File: src/rtl/muxn_rr_reg.sv
// muxn_rr_reg: NCH-channel, WIDTH-bit selector with valid/ready handshakes and a
// single registered output slice. Mode 0 forwards the channel picked by sel; mode 1
// arbitrates round-robin among requesting channels.
// Optional macro MUXN_RR_LOCK_EN adds a lock input that pins the round-robin grant
// to the last granted channel while lock stays high.
module muxn_rr_reg #(
  parameter int unsigned NCH   = 4,
  parameter int unsigned WIDTH = 16,
  localparam int unsigned SELW = $clog2(NCH)
) (
  input  logic                 clk,
  input  logic                 rst_n,
  input  logic [NCH*WIDTH-1:0] in_data,
  input  logic [NCH-1:0]       in_valid,
  output logic [NCH-1:0]       in_ready,
  input  logic                 mode,
  input  logic [SELW-1:0]      sel,
`ifdef MUXN_RR_LOCK_EN
  input  logic                 lock,
`endif
  output logic [WIDTH-1:0]     out_data,
  output logic                 out_valid,
  input  logic                 out_ready,
  output logic [SELW-1:0]      out_chan
);

  localparam logic [SELW-1:0] LAST_CH = SELW'(NCH - 1);

  logic [WIDTH-1:0] w_ch_data [NCH];
  logic             w_sel_ok;
  logic [SELW:0]    w_rr;
  logic             w_has_grant;
  logic [SELW-1:0]  w_grant;
  logic             w_stage_ready;
  logic             w_xfer;
  logic             w_ptr_adv;
  logic [SELW-1:0]  w_ptr_nxt;

  logic [SELW-1:0]  r_ptr;
  logic             r_out_valid;
  logic [WIDTH-1:0] r_out_data;
  logic [SELW-1:0]  r_out_chan;

`ifdef MUXN_RR_LOCK_EN
  logic             r_locked;
  logic [SELW-1:0]  r_lc;
`endif

  // First requesting channel at or after ptr, wrapping; MSB flags a hit.
  function automatic logic [SELW:0] rr_pick(input logic [NCH-1:0] valid,
                                            input logic [SELW-1:0] ptr);
    logic [SELW:0] res;
    int unsigned   k;
    res = '0;
    for (int unsigned i = 0; i < NCH; i++) begin
      k = 32'(ptr) + i;
      if (k >= NCH) k = k - NCH;
      if (!res[SELW] && valid[SELW'(k)]) res = {1'b1, SELW'(k)};
    end
    return res;
  endfunction

  // Unpack channel data for indexed selection.
  for (genvar c = 0; c < NCH; c++) begin : g_unpack
    assign w_ch_data[c] = in_data[c*WIDTH +: WIDTH];
  end

  // sel can only address a missing channel when NCH is not a power of two.
  if (NCH == (1 << SELW)) begin : g_sel_full
    assign w_sel_ok = 1'b1;
  end else begin : g_sel_part
    assign w_sel_ok = (32'(sel) < NCH);
  end

  // Grant selection for the current cycle.
  always_comb begin
    w_has_grant = 1'b0;
    w_grant     = '0;
    w_rr        = rr_pick(in_valid, r_ptr);
    if (!mode) begin
      if (w_sel_ok) begin
        w_has_grant = 1'b1;
        w_grant     = sel;
      end
    end
`ifdef MUXN_RR_LOCK_EN
    else if (r_locked && lock) begin
      w_has_grant = 1'b1;
      w_grant     = r_lc;
    end
`endif
    else begin
      w_has_grant = w_rr[SELW];
      w_grant     = w_rr[SELW-1:0];
    end
  end

  assign w_stage_ready = !r_out_valid || out_ready;
  assign w_xfer        = w_has_grant && w_stage_ready && in_valid[w_grant];
  assign w_ptr_nxt     = (w_grant == LAST_CH) ? '0 : w_grant + 1'b1;

`ifdef MUXN_RR_LOCK_EN
  assign w_ptr_adv = mode && w_xfer && !lock;
`else
  assign w_ptr_adv = mode && w_xfer;
`endif

  // One-hot ready toward the granted producer only.
  always_comb begin
    in_ready = '0;
    if (w_has_grant && w_stage_ready) in_ready[w_grant] = 1'b1;
  end

  // Output register slice: capture on transfer, drop valid once consumed.
  always_ff @(posedge clk or negedge rst_n) begin
    if (!rst_n) begin
      r_out_valid <= 1'b0;
      r_out_data  <= '0;
      r_out_chan  <= '0;
    end else if (w_xfer) begin
      r_out_valid <= 1'b1;
      r_out_data  <= w_ch_data[w_grant];
      r_out_chan  <= w_grant;
    end else if (out_ready) begin
      r_out_valid <= 1'b0;
    end
  end

  // Round-robin pointer moves past the winner on each unlocked mode-1 transfer.
  always_ff @(posedge clk or negedge rst_n) begin
    if (!rst_n) begin
      r_ptr <= '0;
    end else if (w_ptr_adv) begin
      r_ptr <= w_ptr_nxt;
    end
  end

`ifdef MUXN_RR_LOCK_EN
  // Lock state: latch the winner of a locked transfer, drop on lock=0 or mode 0.
  always_ff @(posedge clk or negedge rst_n) begin
    if (!rst_n) begin
      r_locked <= 1'b0;
      r_lc     <= '0;
    end else if (!mode || !lock) begin
      r_locked <= 1'b0;
    end else if (w_xfer) begin
      r_locked <= 1'b1;
      r_lc     <= w_grant;
    end
  end
`endif

  assign out_valid = r_out_valid;
  assign out_data  = r_out_data;
  assign out_chan  = r_out_chan;

endmodule
File: config.mk
export PLATFORM = sky130hd
export DESIGN_NAME = muxn_rr_reg
export DESIGN_NICKNAME = d
export VERILOG_FILES = /design/src/rtl/muxn_rr_reg.sv
export SDC_FILE = /design/constraint.sdc
export NUM_CORES = 1
export LEC_CHECK = 0
export CELL_PAD_IN_SITES_DETAIL_PLACEMENT = 1
export CELL_PAD_IN_SITES_GLOBAL_PLACEMENT = 1
export CORE_MARGIN = 2
export CORE_UTILIZATION = 27
export CTS_CLUSTER_DIAMETER = 50
export DETAILED_ROUTE_END_ITERATION = 8
export PLACE_DENSITY = 0.83
export SLEW_MARGIN = 25
export SYNTH_ARGS = -nofsm -noshare
export SYNTH_HDL_FRONTEND = slang
export SYNTH_SLANG_ARGS = --single-unit
File: constraint.sdc
create_clock -name clk -period 2.6 [get_ports clk]
set_input_delay 0.26 -clock clk [delete_from_list [all_inputs] [get_ports clk]]
set_output_delay 0.26 -clock clk [all_outputs]
set_load 0.02 [all_outputs]
# After elaboration in Yosys (flattened, before gate mapping)
# Index checks and enable logic that the tools add are counted.
[op_classes]
add_sub_neg = 8
magnitude_cmp = 11
eq_ne = 1
muxes = 29
bitwise_logic = 1
reduce_logical = 13
[ops]
columns = ["op", "count"]
rows = [
  ["16-bit binary-select mux with 2-bit select", 1],
  ["16-bit two-way mux", 2],
  ["2-bit by 3-bit less-than comparator with 1-bit output, second input constant", 5],
  ["3-bit greater-or-equal comparator, second input constant", 4],
  ["2-bit two-way mux", 6],
  ["3-bit two-way mux", 4],
  ["1-bit binary-select mux with 2-bit select", 5],
  ["1-bit two-way mux", 9],
  ["2-bit by 1-bit subtractor with 2-bit output, second input constant", 4],
  ["1-bit logical AND", 7],
  ["2-bit by 2-bit adder with 3-bit output, second input constant", 2],
  ["1-bit zero test", 4],
  ["4-bit two-way mux", 1],
  ["2-bit by 1-bit adder with 3-bit output, second input constant", 1],
  ["2-bit by 3-bit greater-or-equal comparator with 1-bit output, second input constant", 1],
  ["2-bit NOT with 3-bit output", 1],
  ["2-bit by 1-bit adder with 2-bit output, second input constant", 1],
  ["1-bit demux with 2-bit select", 1],
  ["2-bit equality test, second input constant", 1],
  ["2-bit by 1-bit greater-or-equal comparator with 1-bit output, second input constant", 1],
  ["2-bit nonzero test", 1],
  ["1-bit logical OR", 1],
]
[word_totals]
register_bits = 21
inputBits = 74
out_inout_bits = 23
wordCells = 67

# Logic depth before layout (Yosys ltp)
# Gate-level depths: netlist of run 1.
[depth]
ltp_word = 20
ltp_mapped = 9

# Least setup slack after synthesis of run 1
# Ideal clock, no wire load.
[synth_timing]
path_kind = "reg2out"
startpoint = "register r_ptr[1]"
endpoint = "output port in_ready[2]"
arrival_ps = 1914
t_required_ps = 2340
path_slack_ps = 426
stages_incl_launch_ff = 10
path_buffers = 2
path_cell_list = "dfrtp_1 buf_6 and4bb_1 a21oi_1 a221oi_2 buf_2 nor2_1 inv_1 ha_1 and2_1"
[synth_via]
elab_chain_len = 20
[synth_rtl]
columns = ["element", "line", "rtl"]
rows = [
  ["from (decl)", "39", "logic [SELW-1:0] r_ptr;"],
  ["from (signal assigned)", "134", "r_ptr <= w_ptr_nxt;"],
  ["parallel branches: the longest is 13 deep, another holds 2-bit by 1-bit adder with 3-bit output", "-", ""],
  ["3-bit two-way mux *", "58", "if (!res[SELW] && valid[SELW'(k)]) res = {1'b1, SELW'(k)};"],
  ["2-bit two-way mux", "80", "if (!mode) begin"],
  ["2-bit by 3-bit less-than comparator with 1-bit output (not written as such) / 2-bit by 1-bit greater-or-equal comparator with 1-bit output (equally long branches)", "111", "if (w_has_grant && w_stage_ready) in_ready[w_grant] = 1'b1;"],
  ["1-bit logical AND (not written as such)", "111", ""],
  ["1-bit two-way mux (not written as such)", "111", ""],
  ["1-bit demux with 2-bit select", "111", ""],
  ["4-bit two-way mux *", "111", ""],
  ["to (decl)", "15", "output logic [NCH-1:0] in_ready,"],
]
# Every way passes the cells marked *. The select of a mux whose other input is x is not followed.

# Worst setup path in the final report of run 1
[layout_timing]
startpoint = "input port in_valid[3]"
endpoint = "register r_out_data[7], in the netlist out_data[7]"
[layout_via]
elab_chain_len = 17
[layout_rtl]
columns = ["element", "line", "rtl"]
rows = [
  ["from (decl)", "14", "input logic [NCH-1:0] in_valid,"],
  ["1-bit binary-select mux with 2-bit select", "58", ""],
  ["1-bit two-way mux (not written as such)", "58", ""],
  ["3-bit two-way mux", "58", ""],
  ["1-bit zero test", "58", ""],
  ["1-bit logical AND", "58", ""],
  ["3-bit two-way mux", "58", ""],
  ["1-bit zero test", "58", ""],
  ["1-bit logical AND", "58", ""],
  ["3-bit two-way mux", "58", ""],
  ["1-bit zero test", "58", ""],
  ["1-bit logical AND", "58", ""],
  ["3-bit two-way mux", "58", ""],
  ["2-bit two-way mux", "80", ""],
  ["2-bit NOT with 3-bit output (not written as such)", "122", "r_out_data <= w_ch_data[w_grant];"],
  ["16-bit binary-select mux with 2-bit select", "122", ""],
  ["16-bit two-way mux (not written as such) (2 in a row)", "122", ""],
  ["to (signal assigned)", "122", ""],
  ["to (decl)", "41", "logic [WIDTH-1:0] r_out_data;"],
]
# Parallel ways exist; a longest one is shown, timed or not. The select of a mux whose other input is x is not followed.
# A chain may end at the register's enable or synchronous reset.

==> flow_summary.toml, run 1 <==
[outcome]
run_status = "completed"

[clocking]
cts_tree = "yes"
clkLatencyLatePin_ps = 260
cts.sinks = 21
clockBufferDepth = 2
cts-root-buf = "clkbuf_8"
cts_inserted_buffers = 3
cts.htree.levels = 1
clk_pin_slew_worst_paths_ps = 90

[finish]
antenna_cells = 0
syn_to_final_growth_pct = 73.3
final_nets = 369
regArea_um2 = 526
drive_above_1_share_pct = 19.2
mostFrequentLayoutCells = "90 x clkdlybuf4s50_1, 31 x o21ai_0, 22 x buf_4"
layout_commonest_cell = "clkdlybuf4s50_1"
fin_cells = 367
final_area_mm2 = 0.00291
fillerInstances = 696
multi_input_area_mm2 = 0.00106

[detailed_routing]
antenna_left = 0
met1_length_um = 3110
viasPerCell = 5.38
drt_wl_total_um = 6830
vias = 1974
wl_met2_um = 3430
drtIter0Drc = 62
met3_length_um = 258
firstDrtPassIters = 4
wire_per_inst_um = 18.6
top_layer = "met4"
drc_errors = 0

[critical_path]
startpoint_type = "input port"
required_ps = 2750
critPathArrivalTime_ps = 2650
end_kind = "flop"
crit_path_max_fanout = 19
criticalPathCategory = "in2reg"

[logic_synthesis]
ys.flop_type = "dfrtp_1"
synth_edf_count = 0
avgSynthCellArea_um2 = 8.98
synth_area_leaders = "dfrtp_1 31%, o21ai_0 9.2%, a32oi_1 8.3%, mux2_4 7.2%, mux2_2 6.7%"
synth.cell_area_mm2 = 0.00168
syn_inst = 187
synthArstFlopShare_pct = 100
yosysTopAreaCell = "dfrtp_1"
synth_seq_area_share_pct = 31.3
synth_fp_nets = 263
yosysWarnings = 0
synth_top_area_share_pct = 31.3
ys_seq_elements = 21
synthDistinctLibCells = 37

[die]
die_y_um = 82.9
die-area_mm2 = 0.00687
initial_utilization_pct = 28.2
rows = 28
fp.coreArea_mm2 = 0.00596
ios = 97
fp.dieW_um = 82.9

[placement]
placed_area_mm2 = 0.00284
placed_cells = 362
dpl.hpwl_um = 5020
io_buffer_count = 96
gp_congestion = 0.787

[global_routing]
grt_overflow_total = 0
antenna_found_initial = 0
track_usage_pct = 19.6
grt_pass1_wl_um = 11100
grt_max_degree = 33
grt_pass1_vias = 2083

[timing]
setup-violations-final = 0
max_freq_mhz = 400
finalHoldViolCount = 0
tns_ps = 0
min_period_ps = 2500
relSlewSlack_pct = 68.5
period_share_pct = 96.1
worstMarginPinSlew_ps = 470
rsz0062_at_grt = "false"
finalMaxSlewViolations = 0
finClkSkew_ps = 2.67

[hold_path]
hold_path_class = "in2async"

[pwr]
p_leak_uw = 0.00117
fin_total_pwr_uw = 2270
power_density_mw_per_mm2 = 779
peakVddDrop_v = 0.000376

[run]
drv_cap = 0
[per-layer routing]
| metal | vias to the layer above | GRT usage, % |
|---|---|---|
| met5 | - | 0 |
| met4 | 0 | 1.64 |
| met3 | 4 | 3.58 |
| met2 | 54 | 34.3 |
| met1 | 971 | 26.0 |
| li1 | 945 | - |
[where the power goes]
| part | internal, uW | switching [uW] |
|---|---|---|
| Sequential | 489 | 104 |
| Clock | 107 | 118 |
| Combinational | 777 | 673 |
[cells in the mapped netlist (all sizes together) (3+ instances only)]
cell type / instances
a32oi: 16
o21ai: 35
buf: 8
dfrtp: 21
clkbuf: 11
nand3: 18
mux2: 18
nand2: 5
nor2b: 5
a31oi: 17
nor2: 3
inv: 4
[per-stage QoR]
| step | hold WS (ps) | setup WS, ps | utilization, % |
|---|---|---|---|
| after CTS | 358 | 13.2 | 48.7 |
| final | 349 | 101 | 48.9 |
| after detailed placement | 496 | -324 | 47.8 |
| after global placement | 490 | -200 | 47.8 |
| after floorplan | -35.6 | 426 | - |
| after global routing | 385 | 3.30 | 48.9 |
[registers in the layout (all words and copies together), names as in the netlist]
| signal | count |
|---|---|
| out_data | 16 |
| out_valid | 1 |
| r_ptr | 2 |
| out_chan | 2 |
[kinds of logic (layout without fill, tap and decap cells)]
family,after synthesis,after routing,synth area share (%)
flops,21,21,31.3
fa+ha+maj,2,2,1.49
buf+inv,23,128,6.93
compound gates,82,82,33.2
mux,19,19,14.5
simple gates,40,40,12.7
[worst max-delay path, cell delays in order]
cell             delay [ps]
clkdlybuf4s50_1         530
buf_4                   140
nand2_1                  50
o211ai_1                 90
buf_4                   160
a41oi_4                 160
buf_4                   240
a311oi_1                270
o21a_1                  200
buf_12                  190
mux2_2                  350
[what timing repair did]
| action | CTS | global route |
|---|---|---|
| setup buffers | 0 | 1 |
| resized for setup | 10 | 4 |
| hold buffers | 0 | 0 |
| pin swaps | 0 | 3 |
| gates cloned | 0 | 0 |
| setup endpoints to repair | 4 | 5 |
[path summary, 6_finish.rpt]
kind	start	to	slack, ps	cells past startpoint
setup / recovery	in_valid[3]	out_data[7]	100	11
hold / removal	rst_n	r_ptr[0]	350	2
setup reg to reg	r_ptr[1]	out_data[7]	110	9
hold reg to reg	out_data[3]	out_data[3]	520	1
max in group asynchronous	rst_n	out_data[4]	2000	2
min in group clk	out_data[3]	out_data[3]	520	1
[final cells by class]
class | count | area share (%)
Multi-Input combinational cell | 143 | 36.6
Timing Repair Buffer | 120 | 40.0
Clock buffer | 3 | 1.42
Sequential cell | 21 | 18.1
Tap cell | 75 | 3.22
Inverter | 4 | 0.516
Clock inverter | 1 | 0.172
Power figures use the tool's default switching activity.
==> run 2, diff against run 1 <==
--- a/config.mk
+++ b/config.mk
@@ -5,6 +5,7 @@
 export SDC_FILE = /design/constraint.sdc
 export NUM_CORES = 1
 export LEC_CHECK = 0
+export CAP_MARGIN = 15
 export CELL_PAD_IN_SITES_DETAIL_PLACEMENT = 1
 export CELL_PAD_IN_SITES_GLOBAL_PLACEMENT = 1
 export CORE_MARGIN = 2
==> results of run 2 <==
The final DEF is identical to that of run 1; final timing and power are the same.
==> run 3, diff against run 2 <==
--- a/config.mk
+++ b/config.mk
@@ -9,10 +9,12 @@
 export CELL_PAD_IN_SITES_DETAIL_PLACEMENT = 1
 export CELL_PAD_IN_SITES_GLOBAL_PLACEMENT = 1
 export CORE_MARGIN = 2
-export CORE_UTILIZATION = 27
+export CORE_UTILIZATION = 28
+export CTS_BUF_LIST = sky130_fd_sc_hd__clkbuf_8
 export CTS_CLUSTER_DIAMETER = 50
 export DETAILED_ROUTE_END_ITERATION = 8
-export PLACE_DENSITY = 0.83
+export HOLD_SLACK_MARGIN = 0.06
+export PLACE_DENSITY = 0.86
 export SLEW_MARGIN = 25
 export SYNTH_ARGS = -nofsm -noshare
 export SYNTH_HDL_FRONTEND = slang
==> run 3 against run 2 <==
Compared with the run above: sequential share of layout area increased by 0.36 points; via count decreased by 0.86%; total power decreased by 2.1%; first-iteration DRC count increased by 16%; setup slack improved by 30 ps; critical path depth decreased by 2; routed wire length decreased by 7.9%; core utilization decreased by 0.084 points; clock-buffer cell count unchanged; critical endpoint is now in_ready[2]; largest cell class unchanged.
==> flow_summary.toml, run 3 (synthesis gave the netlist of run 1 again) <==
[outcome]
run_status = "completed"

[detailed_routing]
vias = 1957
drc_errors = 0
drtIter0Drc = 72
viasPerCell = 5.36
firstDrtPassIters = 4
wire_per_inst_um = 17.2
antenna_left = 0
drt_wl_total_um = 6290

[timing]
finalHoldViolCount = 0
finClkSkew_ps = 1.44
worstMarginPinSlew_ps = 348
setup-violations-final = 0
min_period_ps = 2470
max_freq_mhz = 405
finalMaxSlewViolations = 0
tns_ps = 0
rsz0062_at_grt = "false"
period_share_pct = 95.0
relSlewSlack_pct = 76.7

[clocking]
cts_hold_buffers = 0
clkLatencyLatePin_ps = 260
cts.htree.levels = 1
post-cts-setup-buffers = 0
cts_inserted_buffers = 3
cts_tree = "yes"
cts-root-buf = "clkbuf_8"
clockBufferDepth = 2
clk_pin_slew_worst_paths_ps = 80
cts.sinks = 21

[critical_path]
crit_path_max_fanout = 6
cp_slowest_cell = "clkdlybuf4s50_1"
critPathMaxStageDelay_ps = 520
required_ps = 2340
startpoint_type = "input port"
rr_startpoint = "r_ptr[1]"
cp_cell_sequence = "clkdlybuf4s50_1 -> and4bb_1 -> a31o_1 -> a221oi_4 -> nor2_1 -> inv_1 -> ha_1 -> and2_1 -> clkbuf_2"
criticalPathCategory = "in2out"
critPathArrivalTime_ps = 2210
rrSetupSlack_ps = 200
reg2reg_depth = 8
end_kind = "primary output"
worstReg2RegEnd = "out_data[10]"

[pwr]
p_leak_uw = 0.00112
peakVddDrop_v = 0.000418
fin_total_pwr_uw = 2220
power_density_mw_per_mm2 = 778

[placement]
gp_congestion = 0.775
io_buffer_count = 96
placed_area_mm2 = 0.00280
placed_cells = 361
dpl.hpwl_um = 4960

[finish]
mostFrequentLayoutCells = "92 x clkdlybuf4s50_1, 31 x o21ai_0, 22 x buf_4"
fin_cells = 365
final_area_mm2 = 0.00285
largest_reg_flops = 16
fillerInstances = 687
syn_to_final_growth_pct = 70.0
antenna_cells = 0
post-route-util_pct = 48.8
drive_above_1_share_pct = 18.3
layout_commonest_cell = "clkdlybuf4s50_1"
final_nets = 367

[global_routing]
grt_pass1_vias = 2040
grt_overflow_total = 0
track_usage_pct = 19.1
antenna_found_initial = 0
grt_max_degree = 33
grt_pass1_wl_um = 9940

[die]
initial_utilization_pct = 28.7
fp.coreArea_mm2 = 0.00585
fp.dieW_um = 81.4
die_y_um = 81.4
rows = 28
ios = 97
die-area_mm2 = 0.00663

[hold_path]
hold_path_class = "in2async"

[run]
drv_cap = 0
==> run 3: cell type report <==
cell class | count | area [um^2] | share of cell area [%]
sequential | 21 | 526 | 18.4
clock buffer | 3 | 41.3 | 1.45
inverter | 4 | 15.0 | 0.526
timing repair buffer | 118 | 1110 | 39.0
tap | 75 | 93.8 | 3.29
clock inverter | 1 | 5.00 | 0.175
multi-input combinational | 143 | 1060 | 37.1
==> run 3: report_power, final <==
| part | leakage, uW | internal, uW | switching, uW |
|---|---|---|---|
| sequential | 0.000245 | 489 | 95.3 |
| clock | 0.0000255 | 107 | 112 |
| combinational | 0.000853 | 748 | 670 |
| total | 0.00112 | 1340 | 878 |
==> run 3: metrics by stage <==
stage	hold slack [ps]	setup WS (ps)
6_report	350	131
3_5_place_dp	496	-281
2_1_floorplan	-35.6	426
3_3_place_gp	490	-163
5_1_grt	369	9.19
4_1_cts	360	14.8
==> run 3: routing by layer <==
| layer | part of all wire (%) | global-route usage (%) |
|---|---|---|
| met3 | 4.2 | 3.08 |
| met4 | 0.76 | 3.56 |
| met5 | 0 | 0 |
| met2 | 52 | 34.0 |
| met1 | 43 | 24.4 |
==> run 3: repair_timing <==
action	4_1_cts	5_1_grt
resized for setup	5	6
pin swaps	0	1
endpoints found under the setup margin	4	2
cloned	0	0
==> run 3: how the worst max path moves through the flow <==
stage	from	end	slack (ps)	depth (start not counted)
floorplan	r_ptr[1]	in_ready[2]	430	9
global placement	in_valid[0]	in_ready[3]	-160	9
detailed placement	in_valid[0]	in_ready[2]	-280	9
CTS	in_valid[0]	in_ready[2]	10	9
global route	in_valid[0]	in_ready[2]	9	9
finish	in_valid[0]	in_ready[2]	130	9
==> run 3: worst max-delay path: cells and delay by family <==
kind / cells / cell delay, ps
AND/OR/NAND/NOR: 3 / 520
buffers and inverters: 3 / 790
adder cells (fa/ha/maj): 1 / 150
AO/OA/AOI/OAI: 2 / 500
